[src/rtl/channel_arb_mux_if.sv]
// channel_arb_mux_if
//   Bundles the N-channel input handshake and the single registered output
//   handshake of channel_arb_mux.
//   slave  : the arbiter/mux side (consumes in_*, produces out_*).
//   master : the traffic side (produces in_*, consumes out_*).
//   Signals:
//     in_data     CHANNELS*WIDTH  channel i word in [i*WIDTH +: WIDTH]
//     in_valid    CHANNELS        channel i offers a word
//     in_ready    CHANNELS        channel i's word is taken this cycle
//     out_data    WIDTH           registered selected word
//     out_valid   1               out_data holds an undelivered word
//     out_ready   1               downstream accepts out_data this cycle
//     out_channel SEL_W           channel that supplied out_data
interface channel_arb_mux_if #(
  parameter int WIDTH    = 8,
  parameter int CHANNELS = 4,
  parameter int SEL_W    = 2
);
  logic [CHANNELS*WIDTH-1:0] in_data;
  logic [CHANNELS-1:0]       in_valid;
  logic [CHANNELS-1:0]       in_ready;
  logic [WIDTH-1:0]          out_data;
  logic                      out_valid;
  logic                      out_ready;
  logic [SEL_W-1:0]          out_channel;

  modport slave (
    input  in_data, in_valid, out_ready,
    output in_ready, out_data, out_valid, out_channel
  );

  modport master (
    output in_data, in_valid, out_ready,
    input  in_ready, out_data, out_valid, out_channel
  );
endinterface

[src/rtl/channel_arb_mux.sv]
// channel_arb_mux
//   Arbitrates CHANNELS valid/ready input channels onto one registered output
//   stage. One word per cycle throughput; latency from input transfer to
//   out_valid is one cycle.
//   Configuration macro: CHANNEL_ARB_MUX_RR_EN
//     defined   -> round-robin arbitration (search starts at ptr, wraps)
//     undefined -> fixed priority, lowest valid index wins, no ptr register
//   Ports:
//     clk    rising-edge clock
//     reset  synchronous, active-high reset
//     bus    channel_arb_mux_if.slave (in_data/in_valid/in_ready,
//            out_data/out_valid/out_ready/out_channel)

// Per-channel slice: flags whether this channel sits at or above the
// round-robin pointer, and gates its word onto the and-or data mux.
module channel_arb_mux_lane #(
  parameter int WIDTH = 8,
  parameter int SEL_W = 2,
  parameter int IDX   = 0
) (
  input  logic             valid,
  input  logic [SEL_W-1:0] ptr,
  input  logic             gnt,
  input  logic [WIDTH-1:0] data,
  output logic             req_hi,
  output logic [WIDTH-1:0] data_gated
);
  assign req_hi     = valid && (SEL_W'(IDX) >= ptr);
  assign data_gated = gnt ? data : '0;
endmodule

module channel_arb_mux #(
  parameter int WIDTH    = 8,
  parameter int CHANNELS = 4,
  parameter int SEL_W    = 2
) (
  input  logic                clk,
  input  logic                reset,
  channel_arb_mux_if.slave    bus
);

  if (SEL_W != $clog2(CHANNELS)) begin : g_bad_sel_w
    $error("SEL_W must equal clog2(CHANNELS)");
  end
  if (CHANNELS < 2 || CHANNELS > 16) begin : g_bad_channels
    $error("CHANNELS must be within 2..16");
  end

  logic                             can_accept;
  logic [SEL_W-1:0]                 ptr;
  logic [CHANNELS-1:0]              req_hi;
  logic [CHANNELS-1:0]              cand;
  logic [CHANNELS-1:0]              gnt_oh;
  logic [SEL_W-1:0]                 gnt_idx;
  logic                             in_xfer;
  logic [CHANNELS-1:0][WIDTH-1:0]   lane_data;
  logic [WIDTH-1:0]                 sel_data;

  logic [WIDTH-1:0]                 out_data_q;
  logic                             out_valid_q;
  logic [SEL_W-1:0]                 out_channel_q;

  assign can_accept = !out_valid_q || bus.out_ready;

  for (genvar i = 0; i < CHANNELS; i++) begin : g_lane
    channel_arb_mux_lane #(
      .WIDTH (WIDTH),
      .SEL_W (SEL_W),
      .IDX   (i)
    ) u_lane (
      .valid      (bus.in_valid[i]),
      .ptr        (ptr),
      .gnt        (gnt_oh[i]),
      .data       (bus.in_data[i*WIDTH +: WIDTH]),
      .req_hi     (req_hi[i]),
      .data_gated (lane_data[i])
    );
  end

  // Wrapping search from ptr: take the lowest requester at/above ptr; if
  // none, the lowest requester overall is the first one after the wrap.
  // With ptr held at 0 this degenerates to plain fixed priority.
  always_comb begin
    logic found;
    found   = 1'b0;
    gnt_oh  = '0;
    gnt_idx = '0;
    cand    = (|req_hi) ? req_hi : bus.in_valid;
    for (int i = 0; i < CHANNELS; i++) begin
      if (!found && cand[i]) begin
        found     = 1'b1;
        gnt_oh[i] = 1'b1;
        gnt_idx   = SEL_W'(i);
      end
    end
  end

  always_comb begin
    sel_data = '0;
    for (int i = 0; i < CHANNELS; i++) begin
      sel_data = sel_data | lane_data[i];
    end
  end

  // gnt_oh only has a bit set where in_valid is set, so this is
  // can_accept & in_valid[g] for the granted channel only.
  assign bus.in_ready = (!reset && can_accept) ? gnt_oh : '0;
  assign in_xfer      = |bus.in_ready;

`ifdef CHANNEL_ARB_MUX_RR_EN
  // Pointer moves past the winner only on a real transfer; explicit wrap
  // keeps it below CHANNELS for non-power-of-two counts.
  always_ff @(posedge clk) begin
    if (reset) begin
      ptr <= '0;
    end else if (in_xfer) begin
      ptr <= (gnt_idx == SEL_W'(CHANNELS-1)) ? '0 : gnt_idx + SEL_W'(1);
    end
  end
`else
  assign ptr = '0;
`endif

  // Single output register. Load wins over drain so a simultaneous
  // in/out transfer keeps out_valid high; a drain alone leaves data and
  // channel untouched.
  always_ff @(posedge clk) begin
    if (reset) begin
      out_valid_q   <= 1'b0;
      out_data_q    <= '0;
      out_channel_q <= '0;
    end else if (in_xfer) begin
      out_valid_q   <= 1'b1;
      out_data_q    <= sel_data;
      out_channel_q <= gnt_idx;
    end else if (bus.out_ready) begin
      out_valid_q   <= 1'b0;
    end
  end

  assign bus.out_data    = out_data_q;
  assign bus.out_valid   = out_valid_q;
  assign bus.out_channel = out_channel_q;

endmodule

[src/flat_wrapper.sv]
// flat-port wrapper written by rule: the top's interface ports become plain ports
module channel_arb_mux_flat 
#(
  parameter int WIDTH    = 8,
  parameter int CHANNELS = 4,
  parameter int SEL_W    = 2
)
  (clk, reset, bus_in_data, bus_in_valid, bus_out_ready, bus_in_ready, bus_out_data, bus_out_valid, bus_out_channel);
  channel_arb_mux_if #(.WIDTH(WIDTH), .CHANNELS(CHANNELS), .SEL_W(SEL_W)) bus_i ();
  input  logic clk;
  input  logic reset;
  input wire logic [$bits(bus_i.in_data)-1:0] bus_in_data;
  input wire logic [$bits(bus_i.in_valid)-1:0] bus_in_valid;
  input wire logic [$bits(bus_i.out_ready)-1:0] bus_out_ready;
  output wire logic [$bits(bus_i.in_ready)-1:0] bus_in_ready;
  output wire logic [$bits(bus_i.out_data)-1:0] bus_out_data;
  output wire logic [$bits(bus_i.out_valid)-1:0] bus_out_valid;
  output wire logic [$bits(bus_i.out_channel)-1:0] bus_out_channel;
  assign bus_i.in_data = bus_in_data;
  assign bus_i.in_valid = bus_in_valid;
  assign bus_i.out_ready = bus_out_ready;
  assign bus_in_ready = bus_i.in_ready;
  assign bus_out_data = bus_i.out_data;
  assign bus_out_valid = bus_i.out_valid;
  assign bus_out_channel = bus_i.out_channel;
  channel_arb_mux #(.WIDTH(WIDTH), .CHANNELS(CHANNELS), .SEL_W(SEL_W)) u_core (.clk(clk), .reset(reset), .bus(bus_i));
endmodule
[config.mk]
export PLATFORM = sky130hd
export DESIGN_NAME = channel_arb_mux_flat
export DESIGN_NICKNAME = d
export VERILOG_FILES = /design/src/rtl/channel_arb_mux_if.sv /design/src/rtl/channel_arb_mux.sv /design/src/flat_wrapper.sv
export SDC_FILE = /design/constraint.sdc
export NUM_CORES = 1
export LEC_CHECK = 0
export ABC_AREA = 1
export CAP_MARGIN = 5
export CORE_MARGIN = 2
export CORE_UTILIZATION = 35
export DETAILED_ROUTE_END_ITERATION = 16
export PLACE_DENSITY = 0.75
export REMOVE_ABC_BUFFERS = 1
export SYNTH_ARGS = -nofsm -noshare
export SYNTH_HDL_FRONTEND = slang
export SYNTH_HIERARCHICAL = 1
export SYNTH_SLANG_ARGS = --single-unit
[constraint.sdc]
create_clock -name clk -period 1.7 [get_ports clk]
set_input_delay 0.34 -clock clk [delete_from_list [all_inputs] [get_ports clk]]
set_output_delay 0.34 -clock clk [all_outputs]
set_load 0.05 [all_outputs]
# After elaboration in Yosys (flattened, before gate mapping)
# Index checks and enable logic that the tools add are counted.
# word_totals
wordCells,34
input_bits,39
out_inout_bits,15
ff_bits,11
# classes
n_mux,16
bitwise_logic,3
reduce_logical,12
# ops
op,count
8-bit two-way mux,4
8-bit OR,3
1-bit two-way mux,9
1-bit logical NOT,5
1-bit logical AND,4
2-bit two-way mux,2
4-bit two-way mux,1
4-bit OR reduction,1
2-bit nonzero test,1
1-bit logical OR,1

# Logic depth before layout (Yosys ltp)
# Gate-level depths: netlist of the first run.
# logic_depth
depth_word,13
depth_mapped,16
ltp_nobuf,15

# Cells and area by module
# The synthesis of the first run kept the hierarchy.
# modules_own_cells
mod,area_per_inst_um2,cells_each,seq_area_each_um2,instances
channel_arb_mux,738.2,105,220.2,1
channel_arb_mux_lane at u_core.g_lane[0].u_lane,76.3,20,0.0,1
channel_arb_mux_lane at u_core.g_lane[2].u_lane,73.8,19,0.0,1
channel_arb_mux_lane at u_core.g_lane[1].u_lane,72.6,19,0.0,1
channel_arb_mux_lane at u_core.g_lane[3].u_lane,72.6,18,0.0,1

# Worst setup path after synthesis of the first run
# No wires, ideal clock.
# synth_path
path_kind,register to output
from,"reg u_core.out_valid_q, in the netlist u_core/bus.out_valid"
to,out bus_in_ready[2]
stages_incl_launch_ff,7
required_time_ns,1.360
slack_ns,-0.757
t_arrival_ns,2.117
path_buffers,1
path_cell_list,dfxtp_1 -> nand2_1 -> inv_1 -> nor2_1 -> buf_4 -> inv_1 -> nor3_1
# synth_between
elab_chain_len,4
# synth_rtl
item,line_no,source
start: declaration,channel_arb_mux.sv:60,logic out_valid_q;
start signal: assignment,channel_arb_mux.sv:129,out_valid_q <= 1'b0;
start signal: assignment,channel_arb_mux.sv:133,out_valid_q <= 1'b1;
start signal: assignment,channel_arb_mux.sv:137,out_valid_q <= 1'b0;
1-bit logical NOT,channel_arb_mux.sv:63,assign can_accept = !out_valid_q || bus.out_ready;
1-bit logical OR,channel_arb_mux.sv:63,
1-bit logical AND,channel_arb_mux.sv:107,assign bus.in_ready = (!reset && can_accept) ? gnt_oh : '0;
4-bit two-way mux,channel_arb_mux.sv:107,
end: declaration,flat_wrapper.sv:15,output wire logic [$bits(bus_i.in_ready)-1:0] bus_in_ready;
# No other way between the ends.

# Worst setup path after layout of the first run
# layout_path
from,in bus_in_valid[0]
to,out bus_in_ready[2]
# layout_between
elab_chain_len,8
# layout_rtl
item,line_no,source
start: declaration,flat_wrapper.sv:13,input wire logic [$bits(bus_i.in_valid)-1:0] bus_in_valid;
1-bit two-way mux *,channel_arb_mux.sv:90,if (!found && cand[i]) begin
1-bit logical NOT,channel_arb_mux.sv:90,
1-bit logical AND,channel_arb_mux.sv:90,
1-bit two-way mux *,channel_arb_mux.sv:90,
1-bit logical NOT *,channel_arb_mux.sv:90,
1-bit logical AND *,channel_arb_mux.sv:90,
1-bit two-way mux *,channel_arb_mux.sv:90,
4-bit two-way mux *,channel_arb_mux.sv:107,
# Mark *: on every way between the ends. The rest lies on a longest branch, timed or not.

==> results of run 1 <==
[per-stage QoR]
step           instances  worst slack (ns)  hold slack, ns  utilization, %
6_report             285           -0.0885           0.465            68.5
5_1_grt              285            -0.127           0.480            68.5
4_1_cts              283           -0.0422           0.468            64.9
3_5_place_dp         272            -0.684           0.456            59.8
3_3_place_gp         272            -0.626           0.449            59.8
2_1_floorplan        176             -1.55           0.607               -
[flip-flops by register name, summed over array words and instances (netlist names)]
register and cells:
u_core/bus.out_channel 2, u_core/bus.out_data 8, u_core/bus.out_valid 1
[report_power, final]
| part | leakage (uW) | total (uW) | internal (uW) | switching, uW |
|---|---|---|---|---|
| Combinational | 0.00100 | 591 | 269 | 322 |
| Clock | 0.0000150 | 176 | 90.8 | 85.1 |
| Sequential | 0.0000912 | 300 | 284 | 16.1 |
[routing by layer]
| layer | track usage (%) | part of all wire (%) |
|---|---|---|
| met3 | 3.74 | 6.9 |
| met1 | 21.5 | 44 |
| met2 | 31.5 | 46 |
| met4 | 7.64 | 2.9 |
| met5 | 0 | 0 |
[timing repair]
item / CTS / global route
pin swaps: 15 / 10
hold endpoints to repair: 0 / 0
endpoints found under the setup margin: 15 / 11
gates resized for setup: 43 / 18
setup buffers: 7 / 2
[critical path, cell delays in order]
cell     delay, ns
buf_8         0.08
nand2_4       0.05
nor2_4        0.16
nor2_2        0.08
nand2_2       0.11
nand2_4       0.07
nor2_8        0.12
inv_2         0.06
nor3_2        0.10
buf_4         0.15
buf_12        0.13
[logic make-up (layout without fill, tap and decap cells)]
group | Yosys count | after routing
and+or+nand+nor | 91 | 91
buffers and inverters | 63 | 132
other | 1 | 5
AOI/OAI and AO/OA | 15 | 15
DFF | 11 | 11
[cells in the final DEF, fill, tap and decap left out]
cell type | synthesis | final
a21oi_2 | 10 | 13
buf_12 | 0 | 4
buf_2 | 5 | 1
buf_4 | 2 | 31
buf_6 | 1 | 2
buf_8 | 0 | 1
clkbuf_1 | 0 | 1
clkbuf_4 | 1 | 3
clkdlybuf4s15_2 | 0 | 1
clkdlybuf4s50_1 | 0 | 32
conb_1 | 1 | 5
dfxtp_1 | 11 | 11
dlygate4sd2_1 | 0 | 2
inv_1 | 54 | 45
inv_2 | 0 | 9
nand2_1 | 48 | 45
nand2_2 | 1 | 2
nand2_4 | 2 | 4
nand3_1 | 10 | 10
nand3_2 | 1 | 1
nand3_4 | 1 | 1
nand4_1 | 1 | 1
nor2_1 | 17 | 9
nor2_2 | 0 | 3
nor2_4 | 0 | 5
nor2_8 | 1 | 1
nor3_2 | 0 | 1
nor4_2 | 0 | 6
nor4_4 | 0 | 2
o21ai_0 | 1 | 1
o21ai_2 | 1 | 1
[worst max-delay path by stage]
stage / start / to / slack (ns)
after CTS: bus_in_valid[0] / bus_in_ready[2] / -0.04
after global routing: bus_in_valid[2] / bus_in_ready[3] / -0.13
final: bus_in_valid[0] / bus_in_ready[2] / -0.09
after global placement: bus_in_valid[2] / u_core/bus.out_data[2] / -0.63
after detailed placement: bus_in_valid[2] / u_core/bus.out_data[4] / -0.68
after floorplan: u_core/bus.out_valid / bus_in_ready[2] / -1.55
[final cells by class]
type / count / area share [%]
clock buffer: 4 / 1.38
inverter: 54 / 10.6
multi-input combinational: 111 / 37.4
sequential: 11 / 11.6
tap: 31 / 2.04
timing repair buffer: 74 / 37.0
==> reports/metrics.yaml, run 1 <==
status:
  outcome: "finished with violations"
  violations: "negative setup slack"
logic_synthesis:
  synthMuxAreaShare_pct: 0
  synth_edf_count: 0
  synth_top_area_share_pct: 21.3
  ys_warn_count: 6
  synth_compound_area_share_pct: 11.3
  synthTopCellsByCount: "54 x inv_1, 48 x nand2_1, 17 x nor2_1, 11 x dfxtp_1"
  synth-main-ff-cell: "dfxtp_1"
  synth_area_leaders: "dfxtp_1 21%, inv_1 20%, nand2_1 17%"
  async_reset_ff_share_pct: 0
  yosysTopAreaCell: "dfxtp_1"
  synthXorXnorAreaFrac_pct: 0
  synth-simple-area-share_pct: 41.8
  synth_top_family_by_area: "simple AND/OR/NAND/NOR gates"
  ys_seq_elements: 11
  synth_most_common_cell: "inv_1"
  syn_area_mm2: 0.00103
  synthCells: 181
  synth_fa_ha_area_share_pct: 0
  yosysUniqueCellTypes: 22
  ys_seq_area_share_pct: 21.3
  syn_area_per_cell_um2: 5.71
global_routing:
  grt_max_degree: 19
  antenna_found_initial: 0
  grt-ovfl-total: 0
  grt_util_all_layers_pct: 18.1
  grt_pass1_vias: 1171
  grt_pass1_wl_mm: 4.80
sta:
  fin_crit_sh_pct: 105
  slew_violations: 0
  setup_viol: 2
  rsz0062_at_grt: "yes"
  fmax_mhz: 559
  finalCriticalPeriod_ns: 1.79
  fin_skew_ns: 0.000521
  final.setup.tns_ns: -0.150
  setup_ws_ns: -0.0885
  final-hold-violation-count: 0
clock_tree:
  cts_sinks: 11
  path_clk_slew_ns: 0.07
  cts_tree: "built"
  holdBufCountCts: 0
  clock_latency_ns: 0.27
  cts.htree.levels: 1
  clock_path_buffers: 2
  cts-root-buf: "clkbuf_4"
  cts_made_buffers: 3
die:
  die_w_um: 58.3
  die_h_um: 58.3
  pin_count: 54
  initial_utilization_pct: 37.2
  dieArea_mm2: 0.00340
  core_mm2: 0.00278
  num_rows: 19
detailed_routing:
  drc: 0
  vias_per_cell: 4.51
  routedWlPerCell_um: 11.2
  dr.pass1.iters: 4
  initialDrtViolationCount: 23
  wl_mm: 3.19
  vias: 1286
  final_antenna_net_count: 0
cells_and_area:
  area_growth_pct: 84.4
  nets: 294
  n_antenna_cell: 0
  multi_input_area_um2: 713
  regArea_um2: 220
  finalInstanceArea_mm2: 0.00191
  fillers: 229
  drive_gt1_share_pct: 36.2
setup_path:
  r2r_start: "u_core/bus.out_valid"
  rr_endpoint: "u_core/bus.out_data[6]"
  reg2reg_depth: 8
  cp-start-kind: "primary input"
  critPathRequiredTime_ns: 1.36
  end_kind: "primary output"
  critPathArrivalTime_ns: 1.45
  cp_max_fo: 3
  ff2ff_setup_slack_ns: 0.45
  path_class: "in2out"
hold_path:
  hold_end: "u_core/bus.out_channel[1]"
  min_path_type: "reg2reg"
  whs_path_depth: 2
  worstHoldStart: "u_core/bus.out_channel[1]"
power_and_ir_drop:
  peakVddDrop_mv: 0.703
  leakagePower_uw: 0.00111
  p_total_uw: 1070
  powerDensity_mw_per_mm2: 560
flow_run:
  drv_cap: 0
placement:
  portBuffers: 53
  gp_congestion: 0.786
  hpwlAfterDp_mm: 2.12
  place_area_mm2: 0.00166
Note: power is estimated with default switching activity, not from simulation.
==> run 2: changes to the inputs <==
--- a/config.mk
+++ b/config.mk
@@ -5,12 +5,12 @@
 export SDC_FILE = /design/constraint.sdc
 export NUM_CORES = 1
 export LEC_CHECK = 0
-export ABC_AREA = 1
 export CAP_MARGIN = 5
 export CORE_MARGIN = 2
-export CORE_UTILIZATION = 35
+export CORE_UTILIZATION = 55
 export DETAILED_ROUTE_END_ITERATION = 16
-export PLACE_DENSITY = 0.75
+export DONT_BUFFER_PORTS = 1
+export PLACE_DENSITY = 0.73
 export REMOVE_ABC_BUFFERS = 1
 export SYNTH_ARGS = -nofsm -noshare
 export SYNTH_HDL_FRONTEND = slang
==> reports/metrics.yaml, run 2 <==
die:
  die_w_um: 43.7  # -25%
  dieArea_mm2: 0.00191  # -44%
  core_mm2: 0.00149  # -46%
  pin_count: 54  # unchanged
  num_rows: 14  # -5
  die_h_um: 43.7  # -25%
  initial_utilization_pct: 58.2  # +21 points
clock_tree:
  clock_path_buffers: 2  # unchanged
  cts_sinks: 11  # unchanged
  cts.htree.levels: 1  # unchanged
  cts_made_buffers: 3  # unchanged
  clock_latency_ns: 0.27  # about the same
  cts_tree: "built"
  path_clk_slew_ns: 0.07  # about the same
  cts-root-buf: "clkbuf_4"
cells_and_area:
  layout_common_cells: "34 x and2_1, 18 x buf_4, 13 x a21oi_1, 11 x dfxtp_1, 8 x a211oi_2"
  final_common_cell: "and2_1"
  area_growth_pct: 34.0
  nets: 174  # -41%
  drive_gt1_share_pct: 34.3  # -1.9 points
  n_antenna_cell: 0  # unchanged
  largest_reg_flops: 8  # unchanged
sta:
  final.setup.tns_ns: 0  # +0.150 ns
  finalCriticalPeriod_ns: 1.66  # -0.125 ns
  tightestPinTransition_ns: 0.533
  fin_skew_ns: 0.00617  # +0.00565 ns
  slew_violations: 0  # unchanged
  fmax_mhz: 601  # +7.5%
  final-hold-violation-count: 0  # unchanged
  relSlewSlack_pct: 64.4
  setup_ws_ns: 0.0360  # +0.125 ns
  setup_viol: 0  # -2
  fin_crit_sh_pct: 97.9  # -7.3 points
placement:
  hpwlAfterDp_mm: 1.80  # -15%
  dp_slack_ns: -0.288  # +0.396 ns
  gp_congestion: 0.838  # +6.6%
  portBuffers: 0  # -100%
detailed_routing:
  routedWlPerCell_um: 16.4  # +47%
  vias_per_cell: 5.91  # +31%
  drc: 0  # unchanged
  dr.pass1.iters: 4  # unchanged
  vias: 887  # -31%
  wl_mm: 2.46  # -23%
  initialDrtViolationCount: 18  # -22%
  final_antenna_net_count: 0  # unchanged
setup_path:
  cp-start-kind: "primary input"
  end_kind: "register"
  cp_top_family: "simple AND/OR/NAND/NOR gates"
  critPathBufInv: 0  # -4
  critical_path.slowest_cell: "nor4_1"
  critPathRequiredTime_ns: 1.83  # +0.47 ns
  cp_max_fo: 8  # +5
  path_class: "in2reg"
  critPathArrivalTime_ns: 1.80  # +0.35 ns
  crit_chain: "a21boi_1 -> nor2_2 -> a31oi_2 -> nor2_1 -> and2_1 -> nor4_1 -> a211oi_2"
  max_stage_delay_ns: 0.49  # +0.33 ns
global_routing:
  grt-ovfl-total: 0  # unchanged
  grt_util_all_layers_pct: 24.6  # +6.5 points
  grt_pass1_vias: 839  # -28%
  grt.busiest_layer: "met2"
  use_met2_pct: 45.0  # +14 points
  use_met3_pct: 5.00  # +1.3 points
  antenna_found_initial: 0  # unchanged
  grt_pass1_wl_mm: 3.60  # -25%
  grt_max_degree: 15  # -4
  grtUsageMet1_pct: 29.2  # +7.7 points
logic_synthesis:
  yosysUniqueCellTypes: 27  # +23%
  ys_seq_elements: 11  # unchanged
  async_reset_ff_share_pct: 0  # unchanged
  synth-main-ff-cell: "dfxtp_1"
  synth_edf_count: 0  # unchanged
  synth_top_area_share_pct: 26.0  # +4.7 points
  synth_area_leaders: "and2_1 26%, dfxtp_1 25%, a211oi_2 12%"
  ys_seq_area_share_pct: 25.4  # +4.1 points
  syn_area_um2: 866  # -16%
  synth_most_common_cell: "and2_1"
  syn_area_per_cell_um2: 7.94  # +39%
  synthTopCellsByCount: "36 x and2_1, 13 x a21oi_1, 11 x dfxtp_1, 9 x nor4_1, 8 x a211oi_2"
  synthCells: 109  # -40%
  ys_warn_count: 6  # unchanged
  yosysTopAreaCell: "and2_1"
power_and_ir_drop:
  p_sw_uw: 301  # -29%
  switching_share_pct: 37.8  # -1.9 points
  combPwrFrac_pct: 31.3  # -24 points
  internal_power_uw: 495  # -23%
  peakVddDrop_mv: 0.607  # -14%
  p_clk_share_pct: 22.3  # +5.8 points
  leakagePower_uw: 0.000467  # -58%
  p_seq_share_pct: 46.4  # +18 points
  powerDensity_mw_per_mm2: 687  # +23%
status:
  outcome: "completed"
hold_path:
  min_path_type: "in2reg"
flow_run:
  drv_cap: 0  # unchanged
[run 2: worst paths after layout]
| check | depth (start not counted) | endpoint | slack (ns) | start |
|---|---|---|---|---|
| worst max-delay path | 7 | u_core/bus.out_data[4] | 0.04 | bus_in_valid[2] |
| worst min-delay path | 1 | u_core/bus.out_data[5] | 0.12 | reset |
| worst max register to register | 6 | u_core/bus.out_data[0] | 0.33 | u_core/bus.out_valid |
| worst min register to register | 2 | u_core/bus.out_valid | 0.54 | u_core/bus.out_valid |
[run 2: metal layers]
metal	vias up	wire length (um)
met1	413	967
met3	0	223
li1	436	-
met4	0	0
met2	38	1270
met5	-	0
[run 2: layout make-up]
class / count / area (um2)
Timing Repair Buffer: 22 / 206
Sequential cell: 11 / 220
Fill cell: 110 / 329
Multi-Input combinational cell: 94 / 676
Tap cell: 16 / 20.0
Clock buffer: 4 / 26.3
Inverter: 3 / 11.3
[run 2: power groups by stage]
stage	clock [uW]	sequential, uW	combinational (uW)
6_report	178	370	249
5_1_grt	194	372	268
4_1_cts	182	370	227
3_5_place_dp	0	376	219
3_3_place_gp	0	375	213
2_1_floorplan	0	375	139
[run 2: worst reg2reg max path: cells and delay by family, from the launching register on]
kind            cells  cell delay [ns]
buf+inv             2             0.32
simple gates        3             0.45
compound gates      1             0.19
flops               1             0.34
[run 2: kinds of logic after synthesis]
kind of cell	after synthesis	synth area share, %
other cells	1	0.433
compound gates	29	25.6
simple gates	60	43.5
buf+inv	8	5.06
flops	11	25.4
[run 2: metrics by stage]
stage	hold slack (ns)	std cells	utilization (%)	power (uW)	instance area (um2)
final	0.124	150	77.9	796	1160
after global routing	0.115	150	77.9	834	1160
after CTS	0.119	148	73.4	779	1090
after detailed placement	0.408	143	70.4	595	1050
after global placement	0.407	143	70.4	588	1050
after floorplan	0.405	108	-	514	848
[run 2: repair_timing]
item                       4_1_cts  5_1_grt
cloned                           0        0
pin swaps                        0        1
setup endpoints to repair        4       12
setup buffers                    1        2
resized for setup                4       12
hold buffers                     0        0
==> run 3: changes to the inputs <==
--- a/config.mk
+++ b/config.mk
@@ -5,7 +5,7 @@
 export SDC_FILE = /design/constraint.sdc
 export NUM_CORES = 1
 export LEC_CHECK = 0
-export CAP_MARGIN = 5
+export CAP_MARGIN = 20
 export CORE_MARGIN = 2
 export CORE_UTILIZATION = 55
 export DETAILED_ROUTE_END_ITERATION = 16
==> results of run 3 <==
Final layout, timing and power as in run 2 (identical DEF).
